==> config.mk <==
export PLATFORM = sky130hd
export DESIGN_NAME = parity_rx
export DESIGN_NICKNAME = d
export VERILOG_FILES = /design/src/rtl/parity_rx.sv
export SDC_FILE = /design/constraint.sdc
export NUM_CORES = 1
export LEC_CHECK = 0
export CAP_MARGIN = 20
export CORE_MARGIN = 2
export CORE_UTILIZATION = 57
export CTS_CLUSTER_SIZE = 8
export DETAILED_ROUTE_END_ITERATION = 16
export GPL_ROUTABILITY_DRIVEN = 0
export GPL_TIMING_DRIVEN = 0
export PLACE_DENSITY = 0.9
export SETUP_SLACK_MARGIN = 0.5
export SYNTH_ARGS = -nofsm -noshare
export SYNTH_HDL_FRONTEND = slang
export SYNTH_SLANG_ARGS = --single-unit
==> constraint.sdc <==
create_clock -name clk -period 2.2 [get_ports clk]
set_input_delay 0.22 -clock clk [delete_from_list [all_inputs] [get_ports clk]]
set_output_delay 0.22 -clock clk [all_outputs]
set_load 0.03 [all_outputs]
==> src/rtl/parity_rx.sv <==
// Serial frame receiver: start bit, DATA_W data bits LSB first, parity, stop.
// Completed frames are held with status flags until a valid/ready handshake.
module parity_rx #(
  parameter int DATA_W     = 8,
  parameter int ODD_PARITY = 0
) (
  input  logic              clk,
  input  logic              rst_n,
  input  logic              rx,
  input  logic              bit_en,
  output logic [DATA_W-1:0] out_data,
  output logic              out_valid,
  input  logic              out_ready,
  output logic              parity_err,
  output logic              frame_err,
  output logic              overrun,
  output logic              busy
);

  localparam int CNT_W = (DATA_W > 1) ? $clog2(DATA_W) : 1;
  localparam logic [CNT_W-1:0] LAST_BIT = CNT_W'(DATA_W - 1);
  localparam logic ODD_BIT = (ODD_PARITY != 0);

  typedef enum logic [1:0] {IDLE, DATA, PARITY, STOP} state_e;

  state_e              state_q;
  logic [CNT_W-1:0]    cnt_q;
  logic                acc_q;
  logic [DATA_W-1:0]   shift_q;
  logic [DATA_W-1:0]   shift_d;
  logic                busy_q;

  logic [DATA_W-1:0]   out_data_q;
  logic                out_valid_q;
  logic                parity_err_q;
  logic                frame_err_q;
  logic                overrun_q;

  logic                frame_done;
  logic                frame_accept;

  always_comb begin
    shift_d = shift_q;
    for (int i = 0; i < DATA_W; i++) begin
      if (cnt_q == CNT_W'(i)) shift_d[i] = rx;
    end
  end

  assign frame_done   = bit_en && (state_q == STOP);
  // A completing frame may replace the held one if it is consumed on the same edge.
  assign frame_accept = frame_done && (!out_valid_q || out_ready);

  always_ff @(posedge clk or negedge rst_n) begin
    if (!rst_n) begin
      state_q <= IDLE;
      cnt_q   <= '0;
      acc_q   <= 1'b0;
      shift_q <= '0;
      busy_q  <= 1'b0;
    end else if (bit_en) begin
      case (state_q)
        IDLE: begin
          if (!rx) begin
            state_q <= DATA;
            cnt_q   <= '0;
            acc_q   <= 1'b0;
            busy_q  <= 1'b1;
          end
        end
        DATA: begin
          shift_q <= shift_d;
          acc_q   <= acc_q ^ rx;
          if (cnt_q == LAST_BIT) begin
            state_q <= PARITY;
          end else begin
            cnt_q <= cnt_q + 1'b1;
          end
        end
        PARITY: begin
          acc_q   <= acc_q ^ rx;
          state_q <= STOP;
        end
        STOP: begin
          state_q <= IDLE;
          busy_q  <= 1'b0;
        end
        default: begin
          state_q <= IDLE;
          busy_q  <= 1'b0;
        end
      endcase
    end
  end

  always_ff @(posedge clk or negedge rst_n) begin
    if (!rst_n) begin
      out_data_q   <= '0;
      out_valid_q  <= 1'b0;
      parity_err_q <= 1'b0;
      frame_err_q  <= 1'b0;
      overrun_q    <= 1'b0;
    end else if (frame_accept) begin
      out_data_q   <= shift_q;
      out_valid_q  <= 1'b1;
      parity_err_q <= acc_q ^ ODD_BIT;
      frame_err_q  <= ~rx;
      overrun_q    <= 1'b0;
    end else if (frame_done) begin
      overrun_q    <= 1'b1;
    end else if (out_valid_q && out_ready) begin
      out_valid_q  <= 1'b0;
      parity_err_q <= 1'b0;
      frame_err_q  <= 1'b0;
      overrun_q    <= 1'b0;
    end
  end

  assign out_data   = out_data_q;
  assign out_valid  = out_valid_q;
  assign parity_err = parity_err_q;
  assign frame_err  = frame_err_q;
  assign overrun    = overrun_q;
  assign busy       = busy_q;

endmodule

==> reports/results.md <==
| Stage | Metric | Value |
| --- | --- | --- |
| outcome | Status | completed |
| global routing | Global-route wire length before repair | 3.86 mm |
| cts | Clk Tree Root Cell | sky130_fd_sc_hd__clkbuf_4 |
| cells and area | Syn-to-layout area delta | 19.1% |
| critical path | Worst-path cell with the longest stage delay | sky130_fd_sc_hd__clkdlybuf4s50_1 |
| cells and area | Post-layout net count | 147 |
| detailed routing | Routed Wire Length | 2.28 mm |
| cts | TritonCTS clock tree | done |
| power and ir drop | Portion of total power attributed to combinational logic | 49.7% |
| timing | Max transition margin | 59.3% |
| power and ir drop | Worst IR drop on VDD | 0.775 mV |
| floorplanning | Die Y-Extent | 52.0 um |
| synthesis | Average cell area after synthesis | 12.1 um2 |
| place | Port Buf Inserts | 17 |
| detailed routing | Number of remaining DRC errors | 0 |
| timing | Total negative setup slack | 0 ns |
| power and ir drop | Sw frac | 40.8% |
| critical path | Cell family with most CP delay | buffers and inverters |
| power and ir drop | Part of the power in registers | 40.1% |
| synthesis | Proportion of netlist area held by the largest area contributor | 51.5% |
| detailed routing | Vias | 869 |
| critical path | Worst EP arrival | 1.40 ns |
| timing | Max frequency | 618 MHz |
| place | Placed wire-length estimate after detailed placement | 1.78 mm |
| global routing | Total routing usage reported by global routing | 19.6% |
| timing | Final Hold Fails | 0 |
| critical path | Element type at the critical path start | flip-flop |
| timing | Count of final setup violators | 0 |
| detailed routing | Number of nets still failing antenna checks after routing | 0 |
| floorplanning | Starting density of the core | 59.9% |
| critical path | Worst Path Buf+Inv | 1 |
| global routing | Residual overflow from global routing | 0 |
| synthesis | Number of warnings issued by yosys | 0 |
| detailed routing | Iteration-0 DRC count of the detailed router | 25 |
| cts | Level count of the clock H-tree | 1 |
| cts | Source-to-sink clock delay at the later pin of the worst-skew pair | 0.33 ns |
| cts | Number of buffers inserted by hold repair at cts | 0 |
| power and ir drop | Net switching power | 853 uW |
| power and ir drop | Leakage component of the power | 0.778 nW |
| synthesis | Library cell with the largest summed area after synthesis | sky130_fd_sc_hd__dfrtp_1 |
| timing | RSZ-0062 raised after global routing | false |
| detailed routing | Vias/cell | 5.50 |
| global routing | Vias in the first global route | 855 |
| floorplanning | Core Region | 2190 um2 |
| power and ir drop | P_int | 1.24 mW |
| critical path | Critical path required time | 1.98 ns |
| synthesis | Area contributors post-synth | sky130_fd_sc_hd__dfrtp_1 (52%), sky130_fd_sc_hd__ha_1 (10%), sky130_fd_sc_hd__mux2_1 (8.6%) |
| power and ir drop | Clock network power share | 10.2% |
| detailed routing | Drt pass-1 iters | 5 |
| worst hold path | Path type of the worst min-delay path | primary input to asynchronous set/reset pin |
| cells and area | Filler Cells Inserted | 156 |
| synthesis | Library cells used by synthesis | 25 |
| floorplanning | Area of the die | 2700 um2 |
| flow run | Count of max-cap constraint violations | 0 |
| timing | Final Max Slew Viols | 0 |
| cells and area | Final standard cell area without fillers | 1560 um2 |
| synthesis | Synth Register Bits | 27 |
| place | Total cell area at the placement stage | 1530 um2 |
| cts | Clock tree buffer depth | 2 |
| critical path | Crit path capture type | output port |
| global routing | Largest net degree at the start of global routing | 16 |
| synthesis | Cell area after technology mapping | 1310 um2 |
| floorplanning | IO Count | 18 |
| synthesis | Synthesized netlist cell count | 108 |
| timing | Period Utilization, post-route | 73.6% |
| timing | Crit path time final | 1.62 ns |
| global routing | Number of antenna violations at the first check in global routing | 0 |
| critical path | Worst stage delay on the critical path | 0.68 ns |
| cells and area | Layout cells sized above 1 | 10.8% |
| floorplanning | Die boundary width | 52.0 um |
| critical path | Critical path, cell by cell | clkdlybuf4s50_1 |
| cts | Clock input transition at the sequential cells of the worst setup and hold paths | 0.15 ns |
| timing | Max Clock Skew | 0.00925 ns |
| synthesis | Post-Synthesis Net Count | 124 |
| timing | Transition time at the pin with the least slew margin | 0.608 ns |
| critical path | CP Max Fanout | 2 |
| cts | Total clock sinks | 27 |
| synthesis | Share of the yosys chip area belonging to registers | 51.5% |
| critical path | Critical Setup Path Class | flip-flop to output port |
| power and ir drop | Areal power density over the cells | 1340 nW/um2 |
| cells and area | Inserted Diodes | 0 |
| floorplanning | Number of rows in the core area | 17 |
| cts | CTS Buf Count | 3 |
| detailed routing | Average routed wire per standard cell | 14.4 um |
[path summary, 6_finish.rpt]
path,start,endpoint,slack [ns],cells after the start
worst max-delay path,frame_err$_DFFE_PN0P_,frame_err,0.58,1
worst max register to register,state_q[1]$_DFFE_PN0P_,out_data[2]$_DFFE_PN0N_,0.64,5
worst min register to register,shift_q[0]$_DFFE_PN0P_,shift_q[0]$_DFFE_PN0P_,0.50,2
max in group asynchronous,rst_n,shift_q[4]$_DFFE_PN0P_,1.43,2
worst min-delay path,rst_n,state_q[0]$_DFFE_PN0P_,0.25,1
min in group clk,out_ready,overrun$_DFFE_PN0P_,0.47,2
[placed cells by master (no fill, tap or decap), types with 3 or more instances in the layout]
cell type,n
sky130_fd_sc_hd__nand3_1,4
sky130_fd_sc_hd__a21oi_1,3
sky130_fd_sc_hd__clkbuf_4,3
sky130_fd_sc_hd__ha_1,11
sky130_fd_sc_hd__mux2_1,10
sky130_fd_sc_hd__inv_1,7
sky130_fd_sc_hd__o21ai_0,3
sky130_fd_sc_hd__nor2b_1,3
sky130_fd_sc_hd__nand4_1,3
sky130_fd_sc_hd__mux2i_1,6
sky130_fd_sc_hd__clkdlybuf4s50_1,16
sky130_fd_sc_hd__dfrtp_1,27
sky130_fd_sc_hd__o21ai_1,3
sky130_fd_sc_hd__nand2_1,12
[power groups by stage]
stage          sequential [mW]  clock, mW  combinational (mW)
2_1_floorplan             1.03          0               0.495
3_3_place_gp             0.832          0               0.993
3_5_place_dp             0.852          0                1.04
4_1_cts                  0.840      0.221                1.05
5_1_grt                  0.869      0.231                1.14
6_report                 0.838      0.214                1.04
[logic make-up (layout without fill, tap and decap cells)]
family / count (synthesis) / after routing / share of synthesized area, %
simple gates: 28 / 28 / 11.4
mux: 17 / 17 / 14.3
compound gates: 15 / 15 / 8.49
buf+inv: 10 / 32 / 3.82
fa+ha+maj: 11 / 11 / 10.5
flops: 27 / 27 / 51.5
[per-stage QoR]
step	power [mW]	util [%]	hold WS, ns	setup slack, ns	cells
global placement	1.83	69.2	0.457	0.571	153
detailed placement	1.90	69.9	0.471	0.535	154
finish	2.09	71.3	0.252	0.582	158
floorplan	1.53	-	-0.0756	0.781	108
CTS	2.11	71.2	0.262	0.502	158
global route	2.24	71.3	0.283	0.534	158
[worst register-to-register path, delay by kind of cell (launching register included)]
family | cells | cell delay, ns
fa+ha+maj | 1 | 0.24
buf+inv | 1 | 0.19
flops | 1 | 0.44
mux | 1 | 0.34
simple gates | 2 | 0.24
[cell usage after synthesis]
cell / number
sky130_fd_sc_hd__mux2_4: 1
sky130_fd_sc_hd__nand4_1: 3
sky130_fd_sc_hd__a22o_1: 2
sky130_fd_sc_hd__buf_2: 1
sky130_fd_sc_hd__dfrtp_1: 27
sky130_fd_sc_hd__buf_4: 1
sky130_fd_sc_hd__nand2b_1: 2
sky130_fd_sc_hd__nor2_1: 1
sky130_fd_sc_hd__nand4b_1: 2
sky130_fd_sc_hd__buf_6: 1
sky130_fd_sc_hd__a21boi_4: 1
sky130_fd_sc_hd__mux2i_1: 6
sky130_fd_sc_hd__nand3_1: 4
sky130_fd_sc_hd__nor2b_1: 3
sky130_fd_sc_hd__a21o_2: 1
sky130_fd_sc_hd__o211ai_2: 1
sky130_fd_sc_hd__o21ai_2: 1
sky130_fd_sc_hd__nand2_1: 12
sky130_fd_sc_hd__mux2_1: 10
sky130_fd_sc_hd__o21ai_0: 3
sky130_fd_sc_hd__nor3b_2: 1
sky130_fd_sc_hd__ha_1: 11
sky130_fd_sc_hd__inv_1: 7
sky130_fd_sc_hd__a21oi_1: 3
sky130_fd_sc_hd__o21ai_1: 3
[cell type report]
class,instances,area (um2),share of cell area (%)
clock inverters,1,5.00,0.321
inverters,7,26.3,1.68
repair buffers,18,188,12.0
plain buffers,3,23.8,1.52
flip-flops and latches,27,676,43.3
clock buffers,3,22.5,1.44
multi-input cells,71,586,37.5
well taps,28,35.0,2.24
[sequential cells by signal, summed over array words and instances (netlist names)]
name,count
state_q,2
frame_err,1
shift_q,8
parity_err,1
overrun,1
busy,1
out_valid,1
acc_q,1
out_data,8
cnt_q,3
[what timing repair did]
item                       in CTS  in global routing
hold endpoints to repair        0                  0
resized for setup               0                  1
setup buffers                   0                  0
setup endpoints to repair       0                  1
[per-layer routing]
metal,GRT usage (%),part of all wire [%],vias to the layer above
li1,-,-,417
met3,2.59,2.7,2
met5,0,0,-
met2,33.8,52,18
met1,25.0,45,432
met4,7.46,1.0,0
No activity file was read; power rests on OpenSTA's default activity.
